File: src/rtl/handshake_master.sv
// Requester side of the request/ack/valid handshake: a small FIFO feeds words to a slave.
// Optional timeout/err logic is built when HS_MASTER_TIMEOUT_EN is defined.
module handshake_master #(
  parameter int DEPTH   = 4,
  parameter int TIMEOUT = 64
) (
  input  logic       clk,
  input  logic       rst,
  input  logic       wr_en,
  input  logic [2:0] wr_data,
  output logic       full,
  output logic       empty,
  input  logic       ack,
  input  logic       notice,
  output logic       request,
  output logic       valid,
  output logic [2:0] data,
  output logic       busy,
  output logic       done,
  output logic       err,
  input  logic       err_clr
);

  localparam int AW = $clog2(DEPTH);

  typedef enum logic [1:0] {IDLE, REQ, SEND, DACK} state_t;

  state_t        state, state_n;
  logic [2:0]    mem [DEPTH];
  logic [AW-1:0] wptr, rptr;
  logic [AW:0]   count;
  logic          push, pop, abort, timeout_hit;
  logic          request_n, valid_n, done_n;
  logic [2:0]    data_n;

  assign full  = (count == (AW+1)'(DEPTH));
  assign empty = (count == '0);
  assign push  = wr_en && !full;
  assign busy  = (state != IDLE);

  always_ff @(posedge clk) begin
    if (push) mem[wptr] <= wr_data;
  end

  always_ff @(posedge clk or posedge rst) begin
    if (rst) begin
      wptr  <= '0;
      rptr  <= '0;
      count <= '0;
    end else begin
      if (push) wptr <= wptr + 1'b1;
      if (pop)  rptr <= rptr + 1'b1;
      count <= count + (AW+1)'(push) - (AW+1)'(pop);
    end
  end

  always_ff @(posedge clk or posedge rst) begin
    if (rst) begin
      state   <= IDLE;
      request <= 1'b0;
      valid   <= 1'b0;
      data    <= 3'b000;
      done    <= 1'b0;
    end else begin
      state   <= state_n;
      request <= request_n;
      valid   <= valid_n;
      data    <= data_n;
      done    <= done_n;
    end
  end

  // An ack always counts as progress, so it wins over a timeout in the same cycle.
  always_comb begin
    state_n   = state;
    request_n = request;
    valid_n   = valid;
    data_n    = data;
    done_n    = 1'b0;
    pop       = 1'b0;
    abort     = 1'b0;
    case (state)
      IDLE: begin
        if (!empty) begin
          state_n   = REQ;
          request_n = 1'b1;
        end
      end
      REQ: begin
        if (ack) begin
          state_n   = SEND;
          request_n = 1'b0;
          valid_n   = 1'b1;
          data_n    = mem[rptr];
        end else if (timeout_hit) begin
          abort     = 1'b1;
          request_n = 1'b0;
          valid_n   = 1'b0;
          state_n   = IDLE;
        end
      end
      SEND: begin
        valid_n = 1'b0;
        state_n = DACK;
      end
      DACK: begin
        if (ack) begin
          pop     = 1'b1;
          done_n  = 1'b1;
          state_n = IDLE;
        end else if (timeout_hit) begin
          abort     = 1'b1;
          request_n = 1'b0;
          valid_n   = 1'b0;
          state_n   = IDLE;
        end
      end
      default: state_n = IDLE;
    endcase
  end

`ifdef HS_MASTER_TIMEOUT_EN
  localparam int TW = $clog2(TIMEOUT);

  logic [TW-1:0] tcnt, tcnt_n;
  logic          waiting;

  assign waiting = (state == REQ) || (state == DACK);

  // IDLE and SEND always clear the counter, so every REQ/DACK entry starts from zero.
  always_comb begin
    tcnt_n      = tcnt;
    timeout_hit = 1'b0;
    if (!waiting || notice) begin
      tcnt_n = '0;
    end else if (tcnt == TW'(TIMEOUT - 1)) begin
      timeout_hit = 1'b1;
      tcnt_n      = '0;
    end else begin
      tcnt_n = tcnt + 1'b1;
    end
  end

  always_ff @(posedge clk or posedge rst) begin
    if (rst) begin
      tcnt <= '0;
      err  <= 1'b0;
    end else begin
      tcnt <= tcnt_n;
      if (abort)        err <= 1'b1;
      else if (err_clr) err <= 1'b0;
    end
  end
`else
  logic unused_timeout_inputs;

  assign timeout_hit           = 1'b0;
  assign err                   = 1'b0;
  assign unused_timeout_inputs = ^{notice, err_clr, abort};
`endif

endmodule

File: config.mk
export PLATFORM = sky130hd
export DESIGN_NAME = handshake_master
export DESIGN_NICKNAME = d
export VERILOG_FILES = /design/src/rtl/handshake_master.sv
export SDC_FILE = /design/constraint.sdc
export NUM_CORES = 1
export LEC_CHECK = 0
export ABC_AREA = 1
export CAP_MARGIN = 15
export CORE_AREA = 3 3 45 63
export DETAILED_ROUTE_END_ITERATION = 10
export DIE_AREA = 0 0 48 66
export DONT_BUFFER_PORTS = 1
export PLACE_DENSITY = 0.74
export SYNTH_ARGS = -nofsm -noshare
export SYNTH_HDL_FRONTEND = slang
export SYNTH_SLANG_ARGS = --single-unit
File: constraint.sdc
create_clock -name clk -period 2.07 [get_ports clk]
set_input_delay 0.414 -clock clk [delete_from_list [all_inputs] [get_ports clk]]
set_output_delay 0.414 -clock clk [all_outputs]
set_load 0.005 [all_outputs]
# Yosys cells after proc, flatten, opt, wreduce, memory -nomap -nowiden
# Memory sizes are Yosys's and may differ from the RTL's. A register that Yosys moved wholly into a read port is not among the register bits.
# Cells that the tools add are included.
[word_totals]
reg_bits = 12
ram_bits = 12
input_bits = 9
output_inout_bits = 10
elab_cells = 43
mem_count = 1
[mem_list]
columns = ["memory", "depth", "width", "read_ports", "rd_ports_with_merged_regs", "wr", "line_no", "source"]
rows = [
  ["mem", 4, 3, 1, 1, 1, "29", "logic [2:0] mem [DEPTH];"],
]
[op_classes]
addsub = 4
eq_ne = 7
n_mux = 13
n_reduce_logical = 11
[ops]
columns = ["op", "n"]
rows = [
  ["$pmux W2 S4", 1],
  ["$mux W1", 7],
  ["$mux W2", 3],
  ["$ne A2 B2 Y1 const B", 3],
  ["$reduce_and A3 Y1", 2],
  ["$reduce_bool A2 Y1", 3],
  ["$add A2 B1 Y2 const B", 2],
  ["$eq A2 B2 Y1 const B", 2],
  ["$pmux W1 S2", 2],
  ["$reduce_and A2 Y1", 2],
  ["$add A3 B1 Y3", 1],
  ["$eq A3 B3 Y1 const B", 1],
  ["$logic_not A3 Y1", 1],
  ["$sub A3 B1 Y3", 1],
  ["$eq A2 B1 Y1 const B", 1],
  ["$logic_not A2 Y1", 1],
  ["$logic_and A1 B1 Y1", 1],
  ["$logic_not A1 Y1", 1],
]

# Longest topological paths before layout
# Gate-level depths: netlist of the first run.
[depth]
ltp_word = 5
ltp_mapped = 9
mapped_depth_nobuf = 9

# Worst setup path after synthesis of the first run
# Ideal clock, no wire load.
[synth_path]
kind = "reg-to-reg"
startpoint = "register state[0]"
endpoint = "register count[2]"
setup_ps = 123
arrival_ps = 1748
required_ps = 1947
slack_ps = 199
path_stages_with_launch = 10
path_buffers = 0
synth_period_minus_slack_ps = 1871
cell_sequence = "dfrtp_1 -> ha_1 -> nand2_1 -> inv_1 -> ha_1 -> inv_1 -> ha_1 -> inv_1 -> fa_1 -> xnor2_1"
[synth_between]
elab_chain_cells = 3
[synth_rtl]
columns = ["element", "line_no", "source"]
rows = [
  ["from (decl)", "28", "state_t state, state_n;"],
  ["from (signal assigned)", "65", "state <= state_n;"],
  ["$eq A2 B2 Y1", "n/a", ""],
  ["$mux W1", "n/a", ""],
  ["via done_n", "33", "logic request_n, valid_n, done_n;"],
  ["$sub A3 B1 Y3", "53", "count <= count + (AW+1)'(push) - (AW+1)'(pop);"],
  ["to (signal assigned)", "53", ""],
  ["to (decl)", "31", "logic [AW:0] count;"],
]
# The timed path passes the listed nets, and every way through them passes these cells.
# A chain may end at the register's enable or synchronous reset.

# Final worst setup path of the first run
[layout_path]
startpoint = "register count[1]"
endpoint = "register count[1]"
[layout_between]
elab_chain_cells = 5
[layout_rtl]
columns = ["element", "line_no", "source"]
rows = [
  ["$eq A3 B3 Y1", "36", "assign full = (count == (AW+1)'(DEPTH));"],
  ["$logic_not A1 Y1", "38", "assign push = wr_en && !full;"],
  ["$logic_and A1 B1 Y1", "38", ""],
  ["$add A3 B1 Y3 (*)", "53", ""],
  ["$sub A3 B1 Y3 (*)", "53", ""],
]
# Every way passes the cells marked *; elsewhere a longest branch is shown, timed or not.

==> results of run 1 <==
path summary, 6_finish.rpt:
path,from,endpoint,slack (ps),depth (start not counted)
max in group asynchronous,rst,data[1]$_DFFE_PP0P_,1680,1
min in group clk,wr_data[0],mem[2][0]$_DFFE_PP_,180,0
min reg2reg,request$_DFFE_PP0P_,request$_DFFE_PP0P_,510,2
min,rst,wptr[1]$_DFFE_PP0P_,20,1
max reg2reg,count[1]$_DFF_PP0_,count[1]$_DFF_PP0_,140,9
max,count[1]$_DFF_PP0_,count[1]$_DFF_PP0_,140,9
cells by family (layout without fill, tap and decap cells):
family	after synthesis	count (layout)	share of synthesized area (%)
xor+xnor	4	4	3.10
compound gates	2	2	1.00
buf+inv	37	41	10.9
other cells	1	1	0.273
simple gates	62	62	20.5
fa+ha+maj	11	11	10.6
flops	27	27	53.6
power by group through the flow:
stage | sequential, W | clock, W | combinational [W]
after floorplan | 0.000894 | 0 | 0.000685
after global placement | 0.000935 | 0 | 0.000739
after detailed placement | 0.000946 | 0 | 0.000779
after CTS | 0.000932 | 0.000231 | 0.000788
after global routing | 0.000960 | 0.000248 | 0.000951
final | 0.000931 | 0.000219 | 0.000803
state kept, by name (all words and copies together), names as in the netlist:
register	flops
wptr	2
request	1
count	3
data	3
valid	1
state	2
done	1
mem	12
rptr	2
final cells by class:
class                      count  area share (%)
inverter                      35            9.19
clock inverter                 1           0.350
clock buffer                   3            1.57
sequential                    27            51.4
multi-input combinational     80            34.4
timing repair buffer           2            1.05
tap                           23            2.01
Yosys cell counts:
cell / number
nand2_1: 38
inv_1: 34
dfrtp_1: 15
edfxtp_1: 12
ha_1: 10
nand3_1: 10
nor2_1: 9
nand2_4: 2
nor2_4: 2
xnor2_1: 2
buf_4: 1
buf_6: 1
conb_1: 1
fa_1: 1
inv_2: 1
nand3_2: 1
o21bai_1: 1
o22ai_1: 1
xor2_1: 1
xor2_2: 1
worst max-delay path, cell delays in order, from the launching register on:
cell and delay [ps]:
dfrtp_1 480, nor2_4 190, nand2_4 80, nand2_4 110, ha_1 230, inv_1 50, ha_1 130, inv_1 50
fa_1 480, inv_1 40
per-layer routing:
layer / up-vias / global-route usage, % / wire, um
li1: 433 / - / -
met1: 391 / 15.8 / 792
met2: 18 / 26.7 / 1040
met3: 5 / 2.45 / 81
met4: 0 / 6.06 / 40
met5: - / 0 / 0
metrics by stage:
step | util, % | area [um^2]
2_1_floorplan | - | 1370
3_3_place_gp | 58.5 | 1380
3_5_place_dp | 58.5 | 1380
4_1_cts | 59.6 | 1410
5_1_grt | 60.5 | 1430
6_report | 60.5 | 1430
what timing repair did:
action | in CTS | in global routing
endpoints found under the hold margin | 0 | 0
buffers inserted | 0 | 2
gates resized for setup | 0 | 2
setup endpoints to repair | 0 | 2
==> flow_metrics.env, run 1 <==
export IMPL_synth_avg_cell_area_um2=9.53
export IMPL_yosysTopAreaCellShare_pct=27.3
export IMPL_total_number_of_vias=847
export IMPL_vias_per_cell=4.95
export IMPL_netlist_instances=144
export IMPL_final_setup_skew_ps=2.74
export IMPL_power_density_nw_per_um2=1370
export IMPL_layout_drive_gt1_share_pct=10.1
export IMPL_final_instance_count_excl_fill=171
export IMPL_clk_root_buffer_cell="clkbuf_4"
export IMPL_yosysWarnings=0
export IMPL_netSwitchingFraction_pct=40.2
export IMPL_antenna_cells=0
export IMPL_mostFrequentLayoutCell="nand2_1"
export IMPL_tritoncts_num_sinks=27
export IMPL_timing_final_max_slew_violations=0
export IMPL_tritoncts_clock_tree="built"
export IMPL_timing_hold_worst_class="primary input to async pin"
export IMPL_cp_end_kind="flip-flop"
export IMPL_io_buffers=0
export IMPL_wl_per_cell_um=11.5
export IMPL_grt_start_max_net_pins=16
export IMPL_cellInternalPower_w=0.00117
export IMPL_grt_overflow_total=0
export IMPL_multiInputGateArea_um2=492
export IMPL_grt_first_pass_wirelength_um=3390
export IMPL_power_net_switching_w=0.000785
export IMPL_die_area_um2=3170
export IMPL_slew_headroom_pct=61.9
export IMPL_worst_endpoint_required_ps=2300
export IMPL_yosysUniqueCellTypes=20
export IMPL_htreeDepth=1
export IMPL_finalSetupTns_ps=0
export IMPL_rsz_0062_raised_after_global_routing="false"
export IMPL_whs_ps=15.6
export IMPL_critPathArrivalTime_ps=2160
export IMPL_grt_usage_pct=14.8
export IMPL_clock_path_buffers=2
export IMPL_clkSlewWorstSetupHoldPaths_ps=140
export IMPL_drtPass1Iterations=4
export IMPL_synth_fp_nets=164
export IMPL_area_of_the_mapped_netlist_um2=1370
export IMPL_clk_latency_ps=320
export IMPL_die_y_um=66
export IMPL_placed_wire_length_estimate_after_detailed_placement_um=1560
export IMPL_num_rows=21
export IMPL_route_detailed_drc=0
export IMPL_ant_nets=0
export IMPL_report_final_setup_viol=0
export IMPL_leakagePower_nw=0.772
export IMPL_grt_antenna_before_repair=0
export IMPL_initial_utilization_pct=58.0
export IMPL_numPlacedInstances=165
export IMPL_route_final_wire_length_um=1960
export IMPL_final_hold_viol_count=0
export IMPL_num_fill_cells=203
export IMPL_combinational_share_of_power_pct=41.1
export IMPL_final_period_utilization_pct=93.0
export IMPL_power_sequential_fraction_pct=47.6
export IMPL_power_clock_fraction_pct=11.2
export IMPL_synthToLayoutAreaGrowth_pct=4.19
export IMPL_tritoncts_num_buffers=3
export IMPL_synth_area_leaders="dfrtp_1 27%, edfxtp_1 26%, nand2_1 10%"
export IMPL_register_area_um2=736
export IMPL_postSynthRegisterBits=27
export IMPL_fin_ws_ps=144
export IMPL_total_power_w=0.00195
export IMPL_post_cts_hold_buffer_count=0
export IMPL_worst_slew_pin_slew_ps=572
export IMPL_status="completed"
export IMPL_critical_path_peak_fanout=7
export IMPL_first_global_vias=864
export IMPL_final_min_clock_period_ps=1930
export IMPL_first_iter_violations=16
export IMPL_max_freq_mhz=519
export IMPL_critPathKind="flip-flop to flip-flop"
export IMPL_num_nets_final=169
export IMPL_pre_cts_slack_ps=93.7
export IMPL_core_area_um2=2360
export IMPL_routabilityCongestion=0.823
export IMPL_top_level_ports=19
export IMPL_synth_top_area_cell="dfrtp_1"
export IMPL_die_x_um=48
export IMPL_max_cap_viol_count=0
export IMPL_vdd_ir_drop_worst_mv=0.747
export IMPL_startpoint_type="flip-flop"
export IMPL_final_cell_mix="37 x nand2_1, 34 x inv_1, 15 x dfrtp_1"
export IMPL_seq_area_frac_synth_pct=53.6
Power figures use the tool's default switching activity.
==> inputs of run 2 (changes only) <==
--- a/config.mk
+++ b/config.mk
@@ -7,11 +7,11 @@
 export LEC_CHECK = 0
 export ABC_AREA = 1
 export CAP_MARGIN = 15
-export CORE_AREA = 3 3 45 63
+export CORE_AREA = 3 3 43 61
 export DETAILED_ROUTE_END_ITERATION = 10
-export DIE_AREA = 0 0 48 66
+export DIE_AREA = 0 0 46 64
 export DONT_BUFFER_PORTS = 1
-export PLACE_DENSITY = 0.74
+export PLACE_DENSITY = 0.79
 export SYNTH_ARGS = -nofsm -noshare
 export SYNTH_HDL_FRONTEND = slang
 export SYNTH_SLANG_ARGS = --single-unit
==> constraint.sdc (replaced) <==
create_clock -name clk -period 2.34 [get_ports clk]
set_input_delay 0.468 -clock clk [delete_from_list [all_inputs] [get_ports clk]]
set_output_delay 0.468 -clock clk [all_outputs]
set_load 0.005 [all_outputs]
==> run 2 against run 1 <==
Against the previous run:
- maximum frequency down 6.1%
- non-clock buffer count down 2
- critical path depth unchanged
- flip-flop and latch count unchanged
- final area down 1.6%
- sequential power down 11%
- clock skew up 2.2 ps
- largest cell class unchanged
- largest power group unchanged
==> flow_metrics.env, run 2 (synthesis gave the netlist of run 1 again) <==
export IMPL_final_instance_count_excl_fill=168
export IMPL_final_setup_skew_ps=4.97
export IMPL_timing_reg2reg_setup_slack_ps=290
export IMPL_biggestRegsByFlops="mem: 12 flops, count: 3 flops, data: 3 flops"
export IMPL_htreeDepth=1
export IMPL_grt_antenna_before_repair=0
export IMPL_first_global_vias=855
export IMPL_timing_hold_worst_class="primary input to async pin"
export IMPL_final_cell_mix="38 x nand2_1, 34 x inv_1, 15 x dfrtp_1"
export IMPL_tritoncts_clock_tree="built"
export IMPL_critPathArrivalTime_ps=2300
export IMPL_slowest_stage="dfrtp_1"
export IMPL_slew_headroom_pct=63.5
export IMPL_startpoint_type="flip-flop"
export IMPL_timing_critical_path_to="count[2]$_DFF_PP0_"
export IMPL_finalSetupTns_ps=0
export IMPL_num_nets_final=167
export IMPL_antenna_cells=0
export IMPL_clk_latency_ps=310
export IMPL_clkSlewWorstSetupHoldPaths_ps=130
export IMPL_largest_reg_flops=12
export IMPL_num_fill_cells=176
export IMPL_report_final_setup_viol=0
export IMPL_critPathKind="flip-flop to flip-flop"
export IMPL_final_min_clock_period_ps=2050
export IMPL_critical_path_peak_fanout=4
export IMPL_timing_final_max_slew_violations=0
export IMPL_vdd_ir_drop_worst_mv=0.874
export IMPL_core_area_um2=2150
export IMPL_route_final_wire_length_um=1980
export IMPL_tritoncts_num_buffers=3
export IMPL_ant_nets=0
export IMPL_status="completed"
export IMPL_worst_slew_pin_slew_ps=547
export IMPL_worstSetupPathDepth=9
export IMPL_clk_root_buffer_cell="clkbuf_4"
export IMPL_grt_start_max_net_pins=16
export IMPL_die_x_um=46
export IMPL_layout_drive_gt1_share_pct=6.85
export IMPL_worst_r2r_endpoint="count[2]$_DFF_PP0_"
export IMPL_total_number_of_vias=832
export IMPL_cp_end_kind="flip-flop"
export IMPL_largest_register="mem"
export IMPL_rsz_0062_raised_after_global_routing="false"
export IMPL_mostFrequentLayoutCell="nand2_1"
export IMPL_reg2reg_depth=9
export IMPL_clock_path_buffers=2
export IMPL_grt_usage_pct=16.2
export IMPL_numPlacedInstances=164
export IMPL_routabilityCongestion=0.753
export IMPL_critical_path_startpoint="state[0]$_DFFE_PP0P_"
export IMPL_io_buffers=0
export IMPL_top_level_ports=19
export IMPL_cp_buffers_inverters=3
export IMPL_drtPass1Iterations=4
export IMPL_die_y_um=64
export IMPL_max_cap_viol_count=0
export IMPL_placed_wire_length_estimate_after_detailed_placement_um=1640
export IMPL_num_rows=20
export IMPL_initial_utilization_pct=63.8
export IMPL_crit_family="adder cells"
export IMPL_crit_path_cell_trace="ha_1 > nand2_1 > inv_1 > ha_1 > inv_1 > ha_1 > inv_1 > fa_1 > xnor2_1"
export IMPL_grt_first_pass_wirelength_um=3460
export IMPL_route_detailed_drc=0
export IMPL_vias_per_cell=4.95
export IMPL_cts_resized_gates=0
export IMPL_worst_endpoint_required_ps=2580
export IMPL_synthToLayoutAreaGrowth_pct=2.55
export IMPL_cts_setup_buffers=0
export IMPL_total_power_w=0.00170
export IMPL_tritoncts_num_sinks=27
export IMPL_power_density_nw_per_um2=1210
export IMPL_first_iter_violations=16
export IMPL_final_hold_viol_count=0
export IMPL_critPathMaxStageDelay_ps=440
export IMPL_timing_rr_start="state[0]$_DFFE_PP0P_"
export IMPL_grt_overflow_total=0
export IMPL_die_area_um2=2940
export IMPL_wl_per_cell_um=11.8
export IMPL_max_freq_mhz=487
export IMPL_final_period_utilization_pct=87.7
export IMPL_post_cts_hold_buffer_count=0
export IMPL_leakagePower_nw=0.761
run 2: worst min-delay path by stage:
stage               startpoint                  to  slack [ps]  cells after the start
floorplan                  rst  count[0]$_DFF_PP0_         370                      1
global placement           rst  count[0]$_DFF_PP0_         440                      1
detailed placement         rst  count[1]$_DFF_PP0_         440                      1
CTS                        rst  count[1]$_DFF_PP0_          80                      1
global route               rst  count[1]$_DFF_PP0_          90                      1
finish                     rst  count[1]$_DFF_PP0_          70                      1
run 2: layout make-up:
class	instances	area, um^2	area share (%)
Tap cell	22	27.5	1.96
Inverter	35	131	9.33
Clock buffer	4	26.3	1.87
Sequential cell	27	736	52.3
Multi-Input combinational cell	80	487	34.6
run 2: per-stage QoR:
step	setup slack (ps)	util [%]	area (um^2)	hold WS (ps)
6_report	288	65.4	1410	67.0
5_1_grt	135	65.4	1410	90.1
4_1_cts	265	65.4	1410	80.9
3_5_place_dp	295	64.2	1380	442
3_3_place_gp	395	64.2	1380	437
2_1_floorplan	469	-	1370	369
run 2: metal layers:
layer / wire (um) / global-route usage, %
met3: 52 / 3.10
met4: 53 / 7.47
met2: 1130 / 28.8
met1: 740 / 17.2
met5: 0 / 0
run 2: power by group:
group          internal, W  switching [W]
Sequential        0.000674       0.000151
Combinational     0.000273       0.000416
Clock            0.0000666       0.000121
Total              0.00101       0.000687
